[src/rtl/johnson_phase_decoder.sv]
// johnson_phase_decoder
// Receive-side checker for a 6-stage Johnson (twisted-ring) counter. It
// samples the counter word, decodes it to a phase 0..11, and flags two kinds
// of error: words that are not legal Johnson codes, and legal words that are
// neither a hold nor a +1 step. A lock FSM (UNLOCK/ACQ/LOCKED) reports
// revolutions and keeps a saturating count of errors seen while locked.
//
// Ports:
//   clk          rising-edge clock
//   reset        asynchronous active-high reset
//   code_in      sampled Johnson word, bit 0 = stage fed by inverted last stage
//   sample_en    qualifies code_in on this edge
//   phase        last decoded legal phase (0..11)
//   phase_valid  a legal phase is held since reset / loss of lock
//   locked       FSM is in LOCKED
//   illegal_err  1-cycle pulse: sample was not a legal Johnson word
//   step_err     1-cycle pulse: legal sample but neither hold nor +1
//   rev_tick     1-cycle pulse: 11 -> 0 advance while LOCKED
//   err_count    saturating count of errors taken while LOCKED
module johnson_phase_decoder #(
  parameter int unsigned STAGES = 6,
  parameter int unsigned LOCK_N = 3,
  parameter int unsigned ERR_W  = 4
) (
  input  logic              clk,
  input  logic              reset,
  input  logic [STAGES-1:0] code_in,
  input  logic              sample_en,
  output logic [3:0]        phase,
  output logic              phase_valid,
  output logic              locked,
  output logic              illegal_err,
  output logic              step_err,
  output logic              rev_tick,
  output logic [ERR_W-1:0]  err_count
);

  localparam int unsigned SEQ_LEN = 2 * STAGES;

  if (STAGES != 6) begin : g_bad_stages
    $error("johnson_phase_decoder supports only STAGES = 6");
  end
  if (LOCK_N < 1 || LOCK_N > 7) begin : g_bad_lock_n
    $error("johnson_phase_decoder: LOCK_N must be 1..7");
  end

  typedef enum logic [1:0] {UNLOCK, ACQ, LOCKED} state_t;

  // Johnson word for phase k: the ring fills with ones from bit 0 upward
  // (k = 0..STAGES), then empties from bit 0 upward.
  function automatic logic [STAGES-1:0] johnson_word(input int unsigned k);
    logic [STAGES-1:0] w;
    w = '0;
    for (int unsigned b = 0; b < STAGES; b++) begin
      w[b] = (k <= STAGES) ? (b < k) : (b >= k - STAGES);
    end
    return w;
  endfunction

  // Stage 1: input capture
  logic [STAGES-1:0] code_q;
  logic              sample_q;

  always_ff @(posedge clk or posedge reset) begin
    if (reset) begin
      code_q   <= '0;
      sample_q <= 1'b0;
    end else begin
      sample_q <= sample_en;
      if (sample_en) begin
        code_q <= code_in;
      end
    end
  end

  // Stage 2: decode and classify
  logic       dec_legal;
  logic [3:0] dec_phase;
  logic [3:0] phase_inc;
  logic       is_hold;
  logic       is_adv;

  always_comb begin
    dec_legal = 1'b0;
    dec_phase = '0;
    for (int unsigned k = 0; k < SEQ_LEN; k++) begin
      if (code_q == johnson_word(k)) begin
        dec_legal = 1'b1;
        dec_phase = 4'(k);
      end
    end
  end

  assign phase_inc = (phase == 4'(SEQ_LEN - 1)) ? '0 : phase + 4'd1;
  assign is_hold   = (dec_phase == phase);
  assign is_adv    = (dec_phase == phase_inc);

  // Lock FSM
  state_t           state, state_nxt;
  logic [2:0]       good_cnt, cnt_nxt;
  logic [3:0]       phase_nxt;
  logic             pv_nxt;
  logic             ill_nxt, step_nxt, rev_nxt;
  logic [ERR_W-1:0] err_nxt;

  always_comb begin
    state_nxt = state;
    cnt_nxt   = good_cnt;
    phase_nxt = phase;
    pv_nxt    = phase_valid;
    err_nxt   = err_count;
    ill_nxt   = 1'b0;
    step_nxt  = 1'b0;
    rev_nxt   = 1'b0;
    if (sample_q) begin
      unique case (state)
        UNLOCK: begin
          if (dec_legal) begin
            phase_nxt = dec_phase;
            pv_nxt    = 1'b1;
            cnt_nxt   = '0;
            state_nxt = ACQ;
          end else begin
            ill_nxt = 1'b1;
          end
        end
        ACQ: begin
          if (!dec_legal) begin
            ill_nxt   = 1'b1;
            pv_nxt    = 1'b0;
            state_nxt = UNLOCK;
          end else if (is_adv) begin
            phase_nxt = dec_phase;
            cnt_nxt   = good_cnt + 3'd1;
            if (good_cnt + 3'd1 == 3'(LOCK_N)) begin
              state_nxt = LOCKED;
            end
          end else if (!is_hold) begin
            // Re-anchor on the new phase and restart the advance count.
            step_nxt  = 1'b1;
            phase_nxt = dec_phase;
            cnt_nxt   = '0;
          end
        end
        LOCKED: begin
          if (dec_legal && (is_adv || is_hold)) begin
            phase_nxt = dec_phase;
            rev_nxt   = is_adv && (dec_phase == '0);
          end else begin
            // Illegal outranks step, so at most one error pulse per sample.
            ill_nxt   = !dec_legal;
            step_nxt  = dec_legal;
            if (err_count != '1) begin
              err_nxt = err_count + 1'b1;
            end
            pv_nxt    = 1'b0;
            state_nxt = UNLOCK;
          end
        end
        default: state_nxt = UNLOCK;
      endcase
    end
  end

  always_ff @(posedge clk or posedge reset) begin
    if (reset) begin
      state       <= UNLOCK;
      good_cnt    <= '0;
      phase       <= '0;
      phase_valid <= 1'b0;
      err_count   <= '0;
      illegal_err <= 1'b0;
      step_err    <= 1'b0;
      rev_tick    <= 1'b0;
    end else begin
      state       <= state_nxt;
      good_cnt    <= cnt_nxt;
      phase       <= phase_nxt;
      phase_valid <= pv_nxt;
      err_count   <= err_nxt;
      illegal_err <= ill_nxt;
      step_err    <= step_nxt;
      rev_tick    <= rev_nxt;
    end
  end

  assign locked = (state == LOCKED);

endmodule

[config.mk]
export PLATFORM = sky130hd
export DESIGN_NAME = johnson_phase_decoder
export DESIGN_NICKNAME = d
export VERILOG_FILES = /design/src/rtl/johnson_phase_decoder.sv
export SDC_FILE = /design/constraint.sdc
export NUM_CORES = 1
export LEC_CHECK = 0
export ABC_AREA = 1
export ABC_CLOCK_PERIOD_IN_PS = 1850
export CAP_MARGIN = 20
export CORE_MARGIN = 2
export CORE_UTILIZATION = 50
export CTS_BUF_LIST = sky130_fd_sc_hd__clkbuf_8
export DETAILED_ROUTE_END_ITERATION = 8
export GPL_ROUTABILITY_DRIVEN = 1
export PLACE_DENSITY_LB_ADDON = 0.1
export SETUP_SLACK_MARGIN = 0.1
export SLEW_MARGIN = 5
export SYNTH_ARGS = -nofsm -noshare
export SYNTH_HDL_FRONTEND = slang
export SYNTH_SLANG_ARGS = --single-unit
[constraint.sdc]
create_clock -name clk -period 1.85 [get_ports clk]
set_clock_uncertainty 0.2 [all_clocks]
set_input_delay 0.185 -clock clk [delete_from_list [all_inputs] [get_ports clk]]
set_output_delay 0.185 -clock clk [all_outputs]
set_load 0.005 [all_outputs]
==> summary.md <==
| Metric | Value |
|---|---|
| Outcome | `complete, but fails checks` |
| Failing checks | `negative setup slack` |
| Leak | `1.29 nW` |
| Setup TNS | `-3710 ps` |
| RSZ-0062 raised after global routing | `true` |
| First-pass GRT wire length | `7160 µm` |
| Root buf cell | `clkbuf_8` |
| Count of cell types in the netlist | `29` |
| Routed wire length per instance | `11.6 µm` |
| Gpl congestion | `0.859` |
| Syn-to-layout area delta | `43.4%` |
| Synth Net Count | `258` |
| Rows | `21` |
| #FFs+latches synth | `24` |
| Die Width | `64.1 µm` |
| Worst hold path class | `primary input to asynchronous set/reset pin` |
| Largest family of logic cells by synthesized area | `simple AND/OR/NAND/NOR gates` |
| Final Non-Filler Cells | `354` |
| Starting Density | `53.2%` |
| Rel. slew slack | `74.7%` |
| TritonCTS Buffers | `3` |
| Clk_lat worst skew | `270 ps` |
| GRT overflow | `0` |
| Critical Path AT | `2100 ps` |
| Worst slew pin tran | `378 ps` |
| PD cells | `1130 mW/mm²` |
| Slowest stage delay, CP | `430 ps` |
| Nets | `326` |
| Die area | `0.00410 mm²` |
| Slew Limit Fails | `0` |
| Post-synthesis mux area share | `0%` |
| Pin count of the biggest net entering global routing | `25` |
| Synth Area in XOR/XNOR | `1.94%` |
| Violation count after the first detailed-route iteration | `82` |
| Core box area | `0.00339 mm²` |
| Remaining DRCs | `0` |
| Finish-stage setup viols | `16` |
| Worst-path fanout max | `5` |
| VDD IR max | `0.558 mV` |
| Clock transition at path regs | `90 ps` |
| Final Power | `2.93 mW` |
| Die Y | `64.1 µm` |
| Cells after synthesis | `241` |
| Simple-gate share of the synthesized area | `46.9%` |
| Ys Warns | `0` |
| Fmax | `0.469 GHz` |
| Final hold slack | `49.2 ps` |
| Layout cells sized above 1 | `37.0%` |
| Clk buf depth | `2` |
| Reg2reg setup slack | `-280 ps` |
| Adder-Cell Fraction of Synth Area | `5.55%` |
| Crit-path slowest cell | `dfrtp_2` |
| Initial antenna violation count | `0` |
| WP buf/inv | `1` |
| Most used cell along the critical path | `nand2_4` |
| Final Cycle Share | `115%` |
| I/O Pins | `22` |
| Worst r2r src | `code_q[1]$_DFFE_PP0P_` |
| Gr usage total | `21.6%` |
| Final setup margin | `-282 ps` |
| CTS tree | `yes` |
| Antenna-violating nets left | `0` |
| Synth Area in Compound Gates | `4.44%` |
| N_diodes | `0` |
| WL final | `4100 µm` |
| Sink Count | `24` |
| Max-Cap Viols | `0` |
| Vias | `1749` |
| Detailed Place HPWL | `3140 µm` |
| Crit. End Element | `flip-flop` |
| Final hold violation count | `0` |
| Cells after DPL | `343` |
| Post-CTS Hold Fix Bufs | `0` |
| Crit Path Class | `flip-flop to flip-flop` |
| WP data required | `1820 ps` |
| Avg Inst Size Synth | `7.49 µm²` |
| Vias per cell | `4.94` |
| Mapped cell area | `0.00180 mm²` |
| Number of global-route vias before repair | `1699` |
| Pre-antenna DRT Iters | `4` |
| Crit path launch type | `flip-flop` |
| Sequential area share after synthesis | `33.3%` |
| Critical path, cell by cell | `inv_1 -> nor2_2 -> nand2_4 -> nand2_4 -> nand2_2 -> nand2_2 -> nand3_2 -> nor2_4 -> nand3_4 -> nand2_4 -> nand2_4 -> nand2_4 -> nand3_2 -> nand2_1 -> nand2_1` |
| H-tree depth | `1` |
| Port bufs | `21` |
| Min Clock Period, post-route | `2130 ps` |
| Delay-heaviest family, CP | `simple AND/OR/NAND/NOR gates` |
| Worst Setup SP | `code_q[1]$_DFFE_PP0P_` |
-- cell usage after synthesis --
master,instances,area [µm²]
a21oi_1,1,5.00
and2_0,1,6.26
and2_1,1,6.26
clkbuf_1,1,3.75
clkinv_1,1,3.75
dfrtp_1,24,601
ha_1,8,100
inv_1,30,113
inv_2,6,22.5
nand2_1,61,229
nand2_2,9,56.3
nand2_4,6,67.6
nand3_1,18,90.1
nand3_2,7,70.1
nand3_4,3,52.6
nand4_1,13,81.3
nor2_1,13,48.8
nor2_2,9,56.3
nor2_4,3,33.8
nor3_1,5,25.0
nor3_2,1,10.0
nor4_1,1,6.26
o211ai_1,1,7.51
o21ai_0,10,50.1
o21ai_1,2,10.0
o31ai_1,1,7.51
or2_1,1,6.26
xnor2_1,2,17.5
xor2_1,2,17.5
-- flip-flops by register name (all words and copies together), names as in the netlist --
signal,cells
code_q,6
err_count,4
good_cnt,3
illegal_err,1
phase,4
phase_valid,1
rev_tick,1
sample_q,1
state,2
step_err,1
-- metrics by stage --
step,utilization [%],worst slack (ps),area [µm²]
detailed placement,70.2,-290,2380
CTS,74.3,-268,2520
floorplan,-,-155,1840
finish,76.3,-282,2590
global route,76.3,-445,2590
global placement,70.2,-263,2380
-- path summary, 6_finish.rpt --
check                                          end  depth (start not counted)
setup / recovery              phase[0]$_DFFE_PP0P_                         15
hold / removal             good_cnt[0]$_DFFE_PP0P_                          3
setup reg to reg              phase[0]$_DFFE_PP0P_                         15
hold reg to reg            phase_valid$_DFFE_PP0P_                          2
max in group asynchronous     phase[2]$_DFFE_PP0P_                          3
min in group clk             code_q[1]$_DFFE_PP0P_                          3
-- power by group --
| group | leakage, nW | switching [mW] | internal, mW |
|---|---|---|---|
| registers | 0.306 | 0.112 | 0.634 |
| clock network | 0.0357 | 0.182 | 0.290 |
| logic | 0.947 | 0.890 | 0.821 |
-- cells by family after synthesis --
group / Yosys count
AOI/OAI and AO/OA: 15
xor gates and xnor gates: 4
adders and majority gates: 8
buffers and inverters: 38
DFF: 24
and+or+nand+nor: 152
-- routing by layer --
metal  track usage (%)  vias to the layer above  share of wire, %
li1                  -                      912                 -
met4              4.89                        0               1.2
met3              2.64                        6               4.0
met1              27.6                      795                47
met5                 0                        -                 0
met2              38.7                       36                48
-- cell usage in the layout (no fill, tap or decap), drive strengths merged --
cell type       n
buf            43
o31ai           1
nor2           25
nand4          13
xnor2           2
nand2          76
nor4            1
nor3            6
xor2            2
or2             1
bufinv          1
clkdlybuf4s50  20
a21oi           1
dfrtp          24
clkinv          1
o21ai          12
nand3          28
and2            2
dlygate4sd2     1
ha              8
clkbuf          3
inv            36
o211ai          1
-- worst register-to-register path, stage by stage (launching register included) --
cell and delay [ps]:
dfrtp_2 430, inv_1 80, nor2_2 170, nand2_4 110, nand2_4 100, nand2_2 50
nand2_2 50, nand3_2 80, nor2_4 180, nand3_4 110, nand2_4 100, nand2_4 70
nand2_4 80, nand3_2 90, nand2_1 90, nand2_1 40
-- area by class of cell --
| type | instances | area, µm² |
|---|---|---|
| clock buffers | 3 | 41.3 |
| clock inverters | 1 | 30.0 |
| fillers | 245 | 802 |
| inverters | 37 | 141 |
| multi-input cells | 179 | 1160 |
| flip-flops and latches | 24 | 609 |
| well taps | 46 | 57.6 |
| repair buffers | 64 | 543 |
-- timing repair --
item | CTS | global route
setup buffers | 5 | 2
pin swaps | 10 | 1
gates resized for setup | 13 | 17
setup endpoints to repair | 18 | 19
cloned | 0 | 0
(Power assumes the default switching activity.)
==> RTL edit (config.mk and constraints unchanged) <==
Register the output `err_count` once more, with the module's reset; this adds one clock of latency there. The other outputs are not delayed to match.
--- a/src/rtl/johnson_phase_decoder.sv
+++ b/src/rtl/johnson_phase_decoder.sv
@@ -37,6 +37,8 @@
 
   localparam int unsigned SEQ_LEN = 2 * STAGES;
 
+  logic [ERR_W-1:0] err_count_s0;
+
   if (STAGES != 6) begin : g_bad_stages
     $error("johnson_phase_decoder supports only STAGES = 6");
   end
@@ -108,7 +110,7 @@
     cnt_nxt   = good_cnt;
     phase_nxt = phase;
     pv_nxt    = phase_valid;
-    err_nxt   = err_count;
+    err_nxt   = err_count_s0;
     ill_nxt   = 1'b0;
     step_nxt  = 1'b0;
     rev_nxt   = 1'b0;
@@ -150,8 +152,8 @@
             // Illegal outranks step, so at most one error pulse per sample.
             ill_nxt   = !dec_legal;
             step_nxt  = dec_legal;
-            if (err_count != '1) begin
-              err_nxt = err_count + 1'b1;
+            if (err_count_s0 != '1) begin
+              err_nxt = err_count_s0 + 1'b1;
             end
             pv_nxt    = 1'b0;
             state_nxt = UNLOCK;
@@ -168,7 +170,7 @@
       good_cnt    <= '0;
       phase       <= '0;
       phase_valid <= 1'b0;
-      err_count   <= '0;
+      err_count_s0 <= '0;
       illegal_err <= 1'b0;
       step_err    <= 1'b0;
       rev_tick    <= 1'b0;
@@ -177,7 +179,7 @@
       good_cnt    <= cnt_nxt;
       phase       <= phase_nxt;
       phase_valid <= pv_nxt;
-      err_count   <= err_nxt;
+      err_count_s0 <= err_nxt;
       illegal_err <= ill_nxt;
       step_err    <= step_nxt;
       rev_tick    <= rev_nxt;
@@ -186,5 +188,13 @@
 
   assign locked = (state == LOCKED);
 
+  always_ff @(posedge clk or posedge reset) begin
+    if (reset) begin
+      err_count <= '0;
+    end else begin
+      err_count <= err_count_s0;
+    end
+  end
+
 endmodule
 
Behaviour: not the same (a bounded check fails within 10 cycles, from zero or initial values and one cycle with reset high).
==> RTL edit against the unedited design <==
Largest power group unchanged; utilization decreased by 1.4 points; cell area decreased by 3.4%; largest cell class unchanged; sequential share of layout area increased by 4.7 points; area after synthesis decreased by 4.3%; the run still ends with negative setup slack left; sequential cell count increased by 4; sequential power increased by 16%; power decreased by 8.3%; routed wire length increased by 0.63%; count of clock-buffer cells in the layout unchanged; critical path type unchanged; setup slack got worse by 0.028 ns.
==> RTL edit: results <==
export IMPL_p_leak_uw=0.00128
export IMPL_track_usage=0.216
export IMPL_synth_cell_types=28
export IMPL_cts_made_buffers=3
export IMPL_first_pass_iters=4
export IMPL_top_register="code_q"
export IMPL_hpwlAfterDp_um=2870
export IMPL_diodes=0
export IMPL_insertion_delay_ns=0.28
export IMPL_root_buffer="clkbuf_8"
export IMPL_ff2ff_path_depth=15
export IMPL_synth_area_top_cells="dfrtp_1 41%, nand2_1 13%, inv_1 5.9%, ha_1 5.8%, nand3_1 5.2%"
export IMPL_outcome="finished, violations left"
export IMPL_syn_nets=238
export IMPL_vias=1663
export IMPL_grt_pass1_vias=1524
export IMPL_num_fill_cells=254
export IMPL_antenna_found_initial=0
export IMPL_drt_iter0_markers=66
export IMPL_postSynth_asyncResetShare=1.00
export IMPL_setup_violations=16
export IMPL_met3_usage=0.0234
export IMPL_grtUsageMet1=0.277
export IMPL_drv_cap=0
export IMPL_yosysSeqAreaShare=0.406
export IMPL_cts_max_level=1
export IMPL_drc_errors=0
export IMPL_critPathArrivalTime_ns=2.14
export IMPL_layout_nets=301
export IMPL_clk_pin_slew_worst_paths_ns=0.10
export IMPL_slew_violations=0
export IMPL_grt_util_met2=0.379
export IMPL_layout_setup_ws_ns=-0.310
export IMPL_ir_worst_vdd_uv=670
export IMPL_gp_congestion=0.861
export IMPL_largest_reg_flops=6
export IMPL_hp_class="primary input to asynchronous set/reset pin"
export IMPL_synth_flop_cell="dfrtp_1"
export IMPL_drive_above_1_share=0.375
export IMPL_path_max_fanout=5
export IMPL_yosysWarnings=0
export IMPL_synthTopCellsByCount="61 x nand2_1, 28 x dfrtp_1, 27 x inv_1, 18 x nand3_1, 17 x nor2_1"
export IMPL_cts_buffer_depth=2
export IMPL_violations="negative setup slack"
export IMPL_grt_start_max_net_pins=29
export IMPL_routed_wirelength_um=4120
export IMPL_netSwitchingPower_uw=1050
export IMPL_worstMarginPinSlew_ns=0.447
export IMPL_grt_first_pass_wirelength_um=6790
export IMPL_port_buffers=21
## RTL edit: cell count changes after synthesis, sizes merged, moves of 2 or more
cell,delta
nand2,-9
inv,-8
dfrtp,+4
nor3,-2
o21ai,+3
nand3,-7
and2,-2
nor2,-2
## RTL edit: worst max-delay path, cell delays in order (launching register included)
cell,delay (ns)
dfrtp_1,0.45
nand2_1,0.11
inv_1,0.11
nand3_1,0.13
nand2_2,0.13
nand3_1,0.08
nand2_1,0.09
nand2_1,0.06
nor2_2,0.14
nand2_4,0.10
nand2_4,0.09
nand2_4,0.07
nand2_4,0.09
nand3_4,0.10
nand2_1,0.08
nand2_1,0.04
## RTL edit: final timing paths
path / startpoint / end / slack, ns
worst max-delay path: code_q[5]$_DFFE_PP0P_ / phase[2]$_DFFE_PP0P_ / -0.31
worst min-delay path: reset / code_q[5]$_DFFE_PP0P_ / 0.05
worst max register to register: code_q[5]$_DFFE_PP0P_ / phase[2]$_DFFE_PP0P_ / -0.31
worst min register to register: err_count_s0[1]$_DFFE_PP0P_ / err_count[1]$_DFF_PP0_ / 0.27
max in group asynchronous: reset / phase[2]$_DFFE_PP0P_ / 1.12
min in group clk: code_in[1] / code_q[1]$_DFFE_PP0P_ / 0.24
## RTL edit: final cells by class
class | count | area share
clock inverter | 1 | 0.0120
inverter | 28 | 0.0440
multi-input combinational | 164 | 0.416
sequential | 28 | 0.282
clock buffer | 3 | 0.0165
timing repair buffer | 59 | 0.206
tap | 46 | 0.0230
## RTL edit: kinds of logic (layout without fill, tap and decap cells)
| family | Yosys count | after routing | share of synthesized area |
|---|---|---|---|
| fa+ha+maj | 8 | 8 | 0.0580 |
| compound gates | 18 | 18 | 0.0580 |
| flops | 28 | 28 | 0.406 |
| mux | 1 | 1 | 0.00652 |
| xor+xnor | 5 | 5 | 0.0254 |
| simple gates | 132 | 132 | 0.383 |
| buf+inv | 29 | 91 | 0.0630 |
## RTL edit: timing repair
item / 4_1_cts / 5_1_grt
setup buffers: 4 / 3
hold buffers: 0 / 0
hold endpoints to repair: 0 / 0
setup endpoints to repair: 18 / 19
gates resized for setup: 25 / 36
pin swaps: 10 / 19
## RTL edit: power groups by stage
stage	clock, uW	sequential (uW)	combinational (uW)
floorplan	0	868	718
global placement	0	859	1140
detailed placement	0	862	1160
CTS	501	857	1210
global route	530	890	1450
finish	494	868	1320
## RTL edit: per-layer routing
metal  share of wire  routed length, um
met5               0                  0
met2            0.51               2100
met1            0.45               1840
met4           0.017                 69
met3           0.026                106
## RTL edit: stage by stage
step | instances | TNS, ns | instance area, um^2
after global routing | 329 | -6.06 | 2500
after floorplan | 221 | -2.46 | 1730
after global placement | 318 | -3.72 | 2220
final | 329 | -4.16 | 2500
after CTS | 326 | -3.65 | 2380
after detailed placement | 318 | -4.03 | 2220
